[config.mk]
export PLATFORM = sky130hd
export DESIGN_NAME = reply_arbiter
export DESIGN_NICKNAME = d
export VERILOG_FILES = /design/src/rtl/reply_arbiter_pkg.sv /design/src/rtl/reply_arbiter_rr_arbiter.sv /design/src/rtl/reply_arbiter.sv
export SDC_FILE = /design/constraint.sdc
export NUM_CORES = 1
export LEC_CHECK = 0
export CAP_MARGIN = 10
export CORE_AREA = 10 10 167 169
export DETAILED_ROUTE_END_ITERATION = 10
export DIE_AREA = 0 0 177 179
export GPL_ROUTABILITY_DRIVEN = 0
export SYNTH_ARGS = -nofsm -noshare
export SYNTH_HDL_FRONTEND = slang
export SYNTH_SLANG_ARGS = --single-unit
[constraint.sdc]
create_clock -name clk -period 14.8 [get_ports clk]
set_clock_uncertainty 0.1 [all_clocks]
set_input_delay 2.22 -clock clk [delete_from_list [all_inputs] [get_ports clk]]
set_output_delay 2.22 -clock clk [all_outputs]
set_load 0.005 [all_outputs]
[src/rtl/reply_arbiter_pkg.sv]
// Shared link-frame constants and the TX frame-sequencer state encoding.
// Frame bytes must stay identical to what cmd_decoder expects on RX.
package reply_arbiter_pkg;

   localparam logic [7:0] PREFIX_DEF   = 8'hA5;
   localparam logic [7:0] ADDR_AST_DEF = 8'h01;
   localparam int         TIMEOUT_DEF  = 48000;

   typedef enum logic [2:0] {
      S_IDLE,
      S_HDR_AST,
      S_HDR_SRC,
      S_HDR_LEN,
      S_DATA,
      S_CRC,
      S_DONE
   } state_t;

   function automatic int idx_w(input int n);
      return (n > 1) ? $clog2(n) : 1;
   endfunction

endpackage

[src/rtl/reply_arbiter_rr_arbiter.sv]
// Round-robin pick: first requester strictly after 'last', wrapping modulo N_CH.
// Purely combinational, zero latency, no backpressure.
module rr_arbiter
   import reply_arbiter_pkg::*;
#(
   parameter int N_CH = 5,
   parameter int IW   = idx_w(N_CH)
) (
   input  logic [N_CH-1:0] req,
   input  logic [IW-1:0]   last,
   output logic [N_CH-1:0] grant,
   output logic [IW-1:0]   idx,
   output logic            any
);

   always_comb begin
      int j;
      j     = 0;
      grant = '0;
      idx   = '0;
      any   = 1'b0;
      for (int k = 1; k <= N_CH; k++) begin
         j = (int'(last) + k) % N_CH;
         if (!any && req[j]) begin
            grant[j] = 1'b1;
            idx      = IW'(j);
            any      = 1'b1;
         end
      end
   end

endmodule

[src/rtl/reply_arbiter.sv]
// Round-robin framer sharing one UART TX byte stream; PREFIX is valid the cycle after ch_req.
// tx_data/tx_valid are registered and held while tx_ready is low; payload pops only into a free slot.
module reply_arbiter
   import reply_arbiter_pkg::*;
#(
   parameter int         N_CH        = 5,
   parameter logic [7:0] PREFIX      = PREFIX_DEF,
   parameter logic [7:0] ADDR_AST    = ADDR_AST_DEF,
   parameter int         TIMEOUT_CYC = TIMEOUT_DEF
) (
   input  logic              clk,
   input  logic              rst,
   input  logic [N_CH-1:0]   ch_req,
   input  logic [N_CH*8-1:0] ch_len,
   input  logic [N_CH*8-1:0] ch_data,
   input  logic [N_CH-1:0]   ch_valid,
   output logic [N_CH-1:0]   ch_ready,
   output logic [N_CH-1:0]   ch_grant,
   output logic [7:0]        tx_data,
   output logic              tx_valid,
   input  logic              tx_ready,
   output logic              busy,
   output logic              err
);

   localparam int             IW      = idx_w(N_CH);
   localparam int             TW      = $clog2(TIMEOUT_CYC + 1);
   localparam logic [TW-1:0]  TO_LAST = TW'(TIMEOUT_CYC - 1);
   localparam logic [IW-1:0]  RR_INIT = IW'(N_CH - 1);

   state_t          state;
   logic [IW-1:0]   rr_q;
   logic [IW-1:0]   src_q;
   logic [7:0]      len_q;
   logic [7:0]      cnt_q;
   logic [7:0]      crc_q;
   logic [TW-1:0]   to_q;

   logic [N_CH-1:0] pick_grant;
   logic [IW-1:0]   pick_idx;
   logic            pick_any;
   logic            slot_free;
   logic            pop;
   logic [7:0]      pay;
   logic [7:0]      pick_len;
   logic [7:0]      cnt_nxt;
   logic [7:0]      crc_nxt;
   logic [TW-1:0]   to_nxt;

   rr_arbiter #(
      .N_CH (N_CH),
      .IW   (IW)
   ) u_rr (
      .req   (ch_req),
      .last  (rr_q),
      .grant (pick_grant),
      .idx   (pick_idx),
      .any   (pick_any)
   );

   assign slot_free = !tx_valid || tx_ready;
   assign pay       = ch_data[{src_q, 3'b000} +: 8];
   assign pick_len  = ch_len[{pick_idx, 3'b000} +: 8];
   assign pop       = (state == S_DATA) && slot_free && ch_valid[src_q];
   assign ch_ready  = (state == S_DATA && slot_free) ? ch_grant : '0;
   assign busy      = (state != S_IDLE);
   assign cnt_nxt   = cnt_q + 8'd1;
   assign crc_nxt   = crc_q + pay;
   assign to_nxt    = to_q + TW'(1);

   always_ff @(posedge clk or posedge rst) begin
      if (rst) begin
         state    <= S_IDLE;
         tx_valid <= 1'b0;
         tx_data  <= 8'h00;
         ch_grant <= '0;
         err      <= 1'b0;
         crc_q    <= 8'h00;
         cnt_q    <= 8'h00;
         to_q     <= '0;
         rr_q     <= RR_INIT;
         src_q    <= '0;
         len_q    <= 8'h00;
      end else begin
         err <= 1'b0;
         case (state)
            S_IDLE: begin
               if (pick_any) begin
                  ch_grant <= pick_grant;
                  len_q    <= pick_len;
                  src_q    <= pick_idx;
                  rr_q     <= pick_idx;
                  tx_data  <= PREFIX;
                  tx_valid <= 1'b1;
                  state    <= S_HDR_AST;
               end
            end
            S_HDR_AST: begin
               if (slot_free) begin
                  tx_data <= ADDR_AST;
                  state   <= S_HDR_SRC;
               end
            end
            S_HDR_SRC: begin
               if (slot_free) begin
                  tx_data <= 8'(src_q);
                  state   <= S_HDR_LEN;
               end
            end
            S_HDR_LEN: begin
               if (slot_free) begin
                  tx_data <= len_q;
                  crc_q   <= 8'h00;
                  state   <= (len_q != 8'h00) ? S_DATA : S_CRC;
               end
            end
            S_DATA: begin
               if (pop) begin
                  tx_data  <= pay;
                  tx_valid <= 1'b1;
                  crc_q    <= crc_nxt;
                  cnt_q    <= cnt_nxt;
                  to_q     <= '0;
                  if (cnt_nxt == len_q) state <= S_CRC;
               end else if (slot_free) begin
                  // Starved source: ~crc guarantees the receiver rejects the truncated frame.
                  if (to_nxt == TO_LAST) begin
                     tx_data  <= ~crc_q;
                     tx_valid <= 1'b1;
                     err      <= 1'b1;
                     to_q     <= '0;
                     state    <= S_DONE;
                  end else begin
                     tx_valid <= 1'b0;
                     to_q     <= to_nxt;
                  end
               end
            end
            S_CRC: begin
               if (slot_free) begin
                  tx_data  <= crc_q;
                  tx_valid <= 1'b1;
                  state    <= S_DONE;
               end
            end
            S_DONE: begin
               if (tx_ready) begin
                  tx_valid <= 1'b0;
                  ch_grant <= '0;
                  cnt_q    <= 8'h00;
                  crc_q    <= 8'h00;
                  to_q     <= '0;
                  state    <= S_IDLE;
               end
            end
            default: state <= S_IDLE;
         endcase
      end
   end

endmodule

* Yosys cells after proc, flatten, opt, wreduce, memory -nomap -nowiden
Cells that the tools add are included. W data, S select, Z words.
Word-level totals: flip-flop bits (word level) 64, bits of input ports 93
Operators by class: shift operators 2, bitwise operators 5, reduce and logical (&&, ||, !) cells 33, add/subtract/negate cells 8, divide/modulo/power cells 5, equality and inequality tests 18, $lt $le $gt $ge 11, muxes and demuxes 88
Operators by type and width (count):
- $ge A32 B1 Y1 const B | 5
- $lt A32 B5 Y1 const B | 5
- $mod A32 B4 Y32 const B | 5
- $mux W8 | 12
- $shiftx A40 B7 Y8 | 2
- $mux W16 | 4
- $pmux W8 S6 | 1
- $mux W3 | 15
- $mux W5 | 8
- $pmux W16 S2 | 1
- $mux W1 | 31
- $pmux W8 S3 | 1
- $pmux W3 S7 | 1
- $or A5 B5 Y5 | 4
- $bmux W1 S3 | 6
- $add A16 B1 Y16 const B | 1
- $eq A16 B16 Y1 const B | 1
- $pmux W8 S2 | 1
- $demux W1 S3 | 5
- $ne A2 B2 Y1 const B | 7
- $logic_and A1 B1 Y1 | 11
- $pmux W5 S2 | 1
- $eq A3 B3 Y1 const B | 3
- $reduce_and A3 Y1 | 3
- 26 further kinds | 36

* Depth between registers and ports, before layout
depth after elaboration 20, mapped depth 23, mapped depth without buffers 17

* Cells and area by module
Synthesis repeated with hierarchy kept, for this count alone.
Second synthesis, totals: cell total of the unflattened synthesis 903, area total of the unflattened synthesis 7438.4 um^2
Modules (own cells, without submodules):
- reply_arbiter | instances 1, seq. area each 1552.7 um^2, cells each 517, area each 4738.3 um^2
- rr_arbiter | instances 1, seq. area each 0.0 um^2, cells each 386, area each 2700.1 um^2

* Worst setup path before layout
Ideal clock, no wire load.
path type flip-flop to flip-flop, from register rr_q[0], to register len_q[0], arrival 5.362 ns, data required time 14.614 ns, setup slack 9.253 ns, cell stages (with the launch flop) 22, cells stage by stage dfrtp_1 > buf_4 > clkinv_1 > clkbuf_1 > ha_1 > buf_4 > inv_1 > clkbuf_1 > ha_1 > inv_1 > ha_1 > nand2b_1 > o31ai_1 > a2bb2oi_2 > mux2_2 > nor4_1 > a211oi_2 > a32oi_1 > o221ai_2 > or3b_1 > buf_6 > o221ai_2
On the way: cells in the longest elaborated chain, start to end 19, elaborated cells on any way between the ends 45, those cells by class 5 x add/sub; 5 x div; 1 x shift; 25 x mux; 9 x reduce/logical
Ends and longest elaborated chain:
- start, declared | line reply_arbiter.sv:32 | logic [IW-1:0] rr_q;
- start signal, assigned | line reply_arbiter.sv:92 | rr_q <= pick_idx;
- $add A3 B1 Y4 | line reply_arbiter_rr_arbiter.sv:23 | j = (int'(last) + k) % N_CH;
- $mod A32 B4 Y32 | line reply_arbiter_rr_arbiter.sv:23
- $bmux W1 S3 | line reply_arbiter_rr_arbiter.sv:24 | if (!any && req[j]) begin
- $mux W1 (implied by the code) (2 in a row) | line reply_arbiter_rr_arbiter.sv:24
- $mux W1 | line reply_arbiter_rr_arbiter.sv:24
- $logic_not A1 Y1 | line reply_arbiter_rr_arbiter.sv:24
- $logic_and A1 B1 Y1 | line reply_arbiter_rr_arbiter.sv:24
- $mux W1 | line reply_arbiter_rr_arbiter.sv:24
- [2 not listed]
- $mux W1 | line reply_arbiter_rr_arbiter.sv:24
- $logic_not A1 Y1 | line reply_arbiter_rr_arbiter.sv:24
- $logic_and A1 B1 Y1 | line reply_arbiter_rr_arbiter.sv:24
- $mux W1 | line reply_arbiter_rr_arbiter.sv:24
- $logic_not A1 Y1 | line reply_arbiter_rr_arbiter.sv:24
- $logic_and A1 B1 Y1 | line reply_arbiter_rr_arbiter.sv:24
- $mux W3 or $mux W1 (tied branches) | line reply_arbiter_rr_arbiter.sv:24
- $shiftx A40 B7 Y8 or $reduce_and A2 Y1 (tied branches)
- end signal, assigned | line reply_arbiter.sv:90 | len_q <= pick_len;
- end, declared | line reply_arbiter.sv:34 | logic [7:0] len_q;
Several ways; a longest one is shown, not always the timed one. The select of a mux whose other input is x is not followed. A chain may end at the register's enable or synchronous reset.

* Worst setup path after layout
from register rr_q[0], to register len_q[3]
Same word-level chain as after synthesis.

==> results_dict.tcl <==
set metrics [dict create \
    synth_flop_cell "dfrtp_1" \
    hpwl_um 18000 \
    worst_r2r_endpoint "len_q[3]$_DFFE_PP0P_" \
    end_kind "flip-flop" \
    core_um2 24700 \
    root_buffer "clkbuf_16" \
    clkLatencyLatePin_ps 340 \
    ctsLongestPathBuffers 2 \
    fin_nets 1102 \
    yosysTopAreaCell "dfrtp_1" \
    worst_pin_slew_ps 1020 \
    grt_pass1_vias 6903 \
    antenna_left 0 \
    setup_viol 0 \
    path_max_fanout 64 \
    portBuffers 113 \
    endpoint "len_q[3]$_DFFE_PP0P_" \
    fp.dieArea_um2 31700 \
    syn-cell-area_um2 7220 \
    ff2ff_path_depth 18 \
    rsz0062_at_grt "no" \
    period_minus_slack_ps 7140 \
    yosysWarnings 0 \
    synth.top_cells.by_area "dfrtp_1 (21%), ha_1 (6.9%), mux2i_1 (5.3%), o21ai_0 (4.9%), nand2_1 (4.4%)" \
    chipWidth_um 177 \
    setup.worst_path.start "rr_q[0]$_DFFE_PP0P_" \
    synthTopCellsByCount "nand2_1 (84), nor2_1 (70), o21ai_0 (70), dfrtp_1 (61), a21oi_1 (59)" \
    overflow 0 \
    synth.most_common_cell "nand2_1" \
    place_ws_ps 7710 \
    synth.avg_cell_area_um2 8.13 \
    cts_tree "yes" \
    hold_class "reg2reg" \
    gr-usage-all-layers_pct 14.3 \
    netlist_instances 887 \
    r2r_start "rr_q[0]$_DFFE_PP0P_" \
    cts_hold_buf 0 \
    worst_slack_ps 7660 \
    timing.fmax_mhz 140 \
    status "completed" \
    cap_viol_max_count 0 \
    synth_top_cell_area_share_pct 21.2 \
    fin_tns_setup_ps 0 \
    yosys.cell_types.count 105 \
    yosysSeqAreaShare_pct 21.5 \
    drt-pass1-iter-count 6 \
    antenna_found_initial 0 \
    hold_depth 1 \
    drive_gt1_share_pct 9.87 \
    relSlewSlack_pct 31.6 \
    timing.final.crit_share_pct 48.2 \
    drt-total-wl_um 23400 \
    report.final.slew_viol_count 0 \
    worstPathRequired_ps 14950 \
    cts_sinks 62 \
    grt_pass1_wl_um 36900 \
    ys_ff_latch 62 \
    synth_enable_flop_cells 0 \
    boundaryPins 114 \
    via_per_inst 5.43 \
    cp.arrival_ps 7290 \
    grt_max_degree 65 \
    rrSetupSlack_ps 7660 \
    hold_violations 0 \
    first_iter_violations 464 \
    die_h_um 179 \
    numCtsBuffers 9 \
    rows 58 \
    cts_htree_levels 3 \
    synthesis.nets 1021 \
    drt-wirelength-per-cell_um 18.0 \
    path_clk_slew_ps 60 \
    diodes 0 \
    initial_core_util_pct 29.2 \
    vias 7079 \
    area_growth_pct 22.1 \
    cts_setup_buffers 0 \
    cts_resized 0 \
    drc 0 \
    critPathKind "reg2reg" \
    synth-async-reset-ratio_pct 100 \
    start_kind "flip-flop" \
]
[cell families after synthesis]
group           share of synthesized area, %
compound gates                          28.9
xor+xnor                                4.87
fa+ha+maj                               7.21
buf+inv                                 6.29
flops                                   21.5
mux                                     8.60
simple gates                            22.6
[layer usage]
layer | global-route usage [%] | share of wire, %
met3 | 2.06 | 5.1
met4 | 4.90 | 2.3
met2 | 24.7 | 49
met1 | 17.8 | 43
met5 | 0 | 0
[stage by stage]
| step | util [%] | hold WS [ps] | cells | area (um2) |
|---|---|---|---|---|
| after CTS | 35.6 | 399 | 1303 | 8810 |
| after global placement | 34.3 | 378 | 1287 | 8490 |
| after global routing | 35.6 | 428 | 1303 | 8810 |
| final | 35.6 | 391 | 1303 | 8810 |
| after floorplan | - | 364 | 887 | 7220 |
| after detailed placement | 34.3 | 387 | 1287 | 8490 |
[sequential cells by signal, indices dropped and copies added (netlist names)]
name and flops:
cnt_q 8, src_q 1, crc_q 8, len_q 8
rr_q 3, ch_grant 5, to_q 16, tx_valid 1
tx_data 8, state 3, err 1
[worst max-delay path, stage by stage, from the launching register on]
cell	delay (ps)
dfrtp_2	330
buf_4	590
clkinv_1	830
ha_1	570
buf_4	320
inv_1	320
ha_1	290
inv_1	50
ha_1	220
nand2b_1	170
o31ai_1	590
a2bb2oi_2	330
mux2_2	400
nor4_1	350
a211oi_2	130
a32oi_1	270
o221ai_2	260
or3b_1	630
o221ai_2	260
[worst min path at each step]
stage | end | slack, ps | start
floorplan | to_q[13]$_DFFE_PP0P_ | 360 | to_q[13]$_DFFE_PP0P_
global placement | tx_data[2]$_DFFE_PP0P_ | 380 | tx_data[2]$_DFFE_PP0P_
detailed placement | tx_data[2]$_DFFE_PP0P_ | 390 | tx_data[2]$_DFFE_PP0P_
CTS | tx_data[2]$_DFFE_PP0P_ | 400 | tx_data[2]$_DFFE_PP0P_
global route | tx_data[2]$_DFFE_PP0P_ | 430 | tx_data[2]$_DFFE_PP0P_
finish | tx_data[2]$_DFFE_PP0P_ | 390 | tx_data[2]$_DFFE_PP0P_
[area by class of cell]
class                           instances  area, um2
Clock buffer                           13        280
Clock inverter                          3       40.0
Fill cell                            2566      15900
Inverter                               34        130
Multi-Input combinational cell        741       5210
Sequential cell                        62       1550
Tap cell                              330        413
Timing Repair Buffer                  120       1180
[cell usage in the layout (no fill, tap or decap), types with 6 or more instances in the layout]
cell type          n
o41ai_1            6
a211oi_1           9
clkbuf_16          9
buf_4              7
nor3_1            29
mux2_2            15
a21oi_1           59
a22o_1            10
dfrtp_1           60
and2_1            19
o31ai_1           10
nand4_1           10
or2_2              6
o21ai_0           70
a31oi_1           19
o221ai_2          10
clkdlybuf4s50_1  113
o211ai_1           7
xnor2_1           17
nand3_1           33
nand2_1           84
nand2b_1          10
o22ai_1           11
nor2_1            70
inv_1             29
mux2i_1           38
ha_1              40
nor2b_1           12
xor2_1            15
nor4_1             7
Power is left out: the tool's default activity adds up to more than one toggle a clock period on the data nets, which glitch-free logic cannot reach.
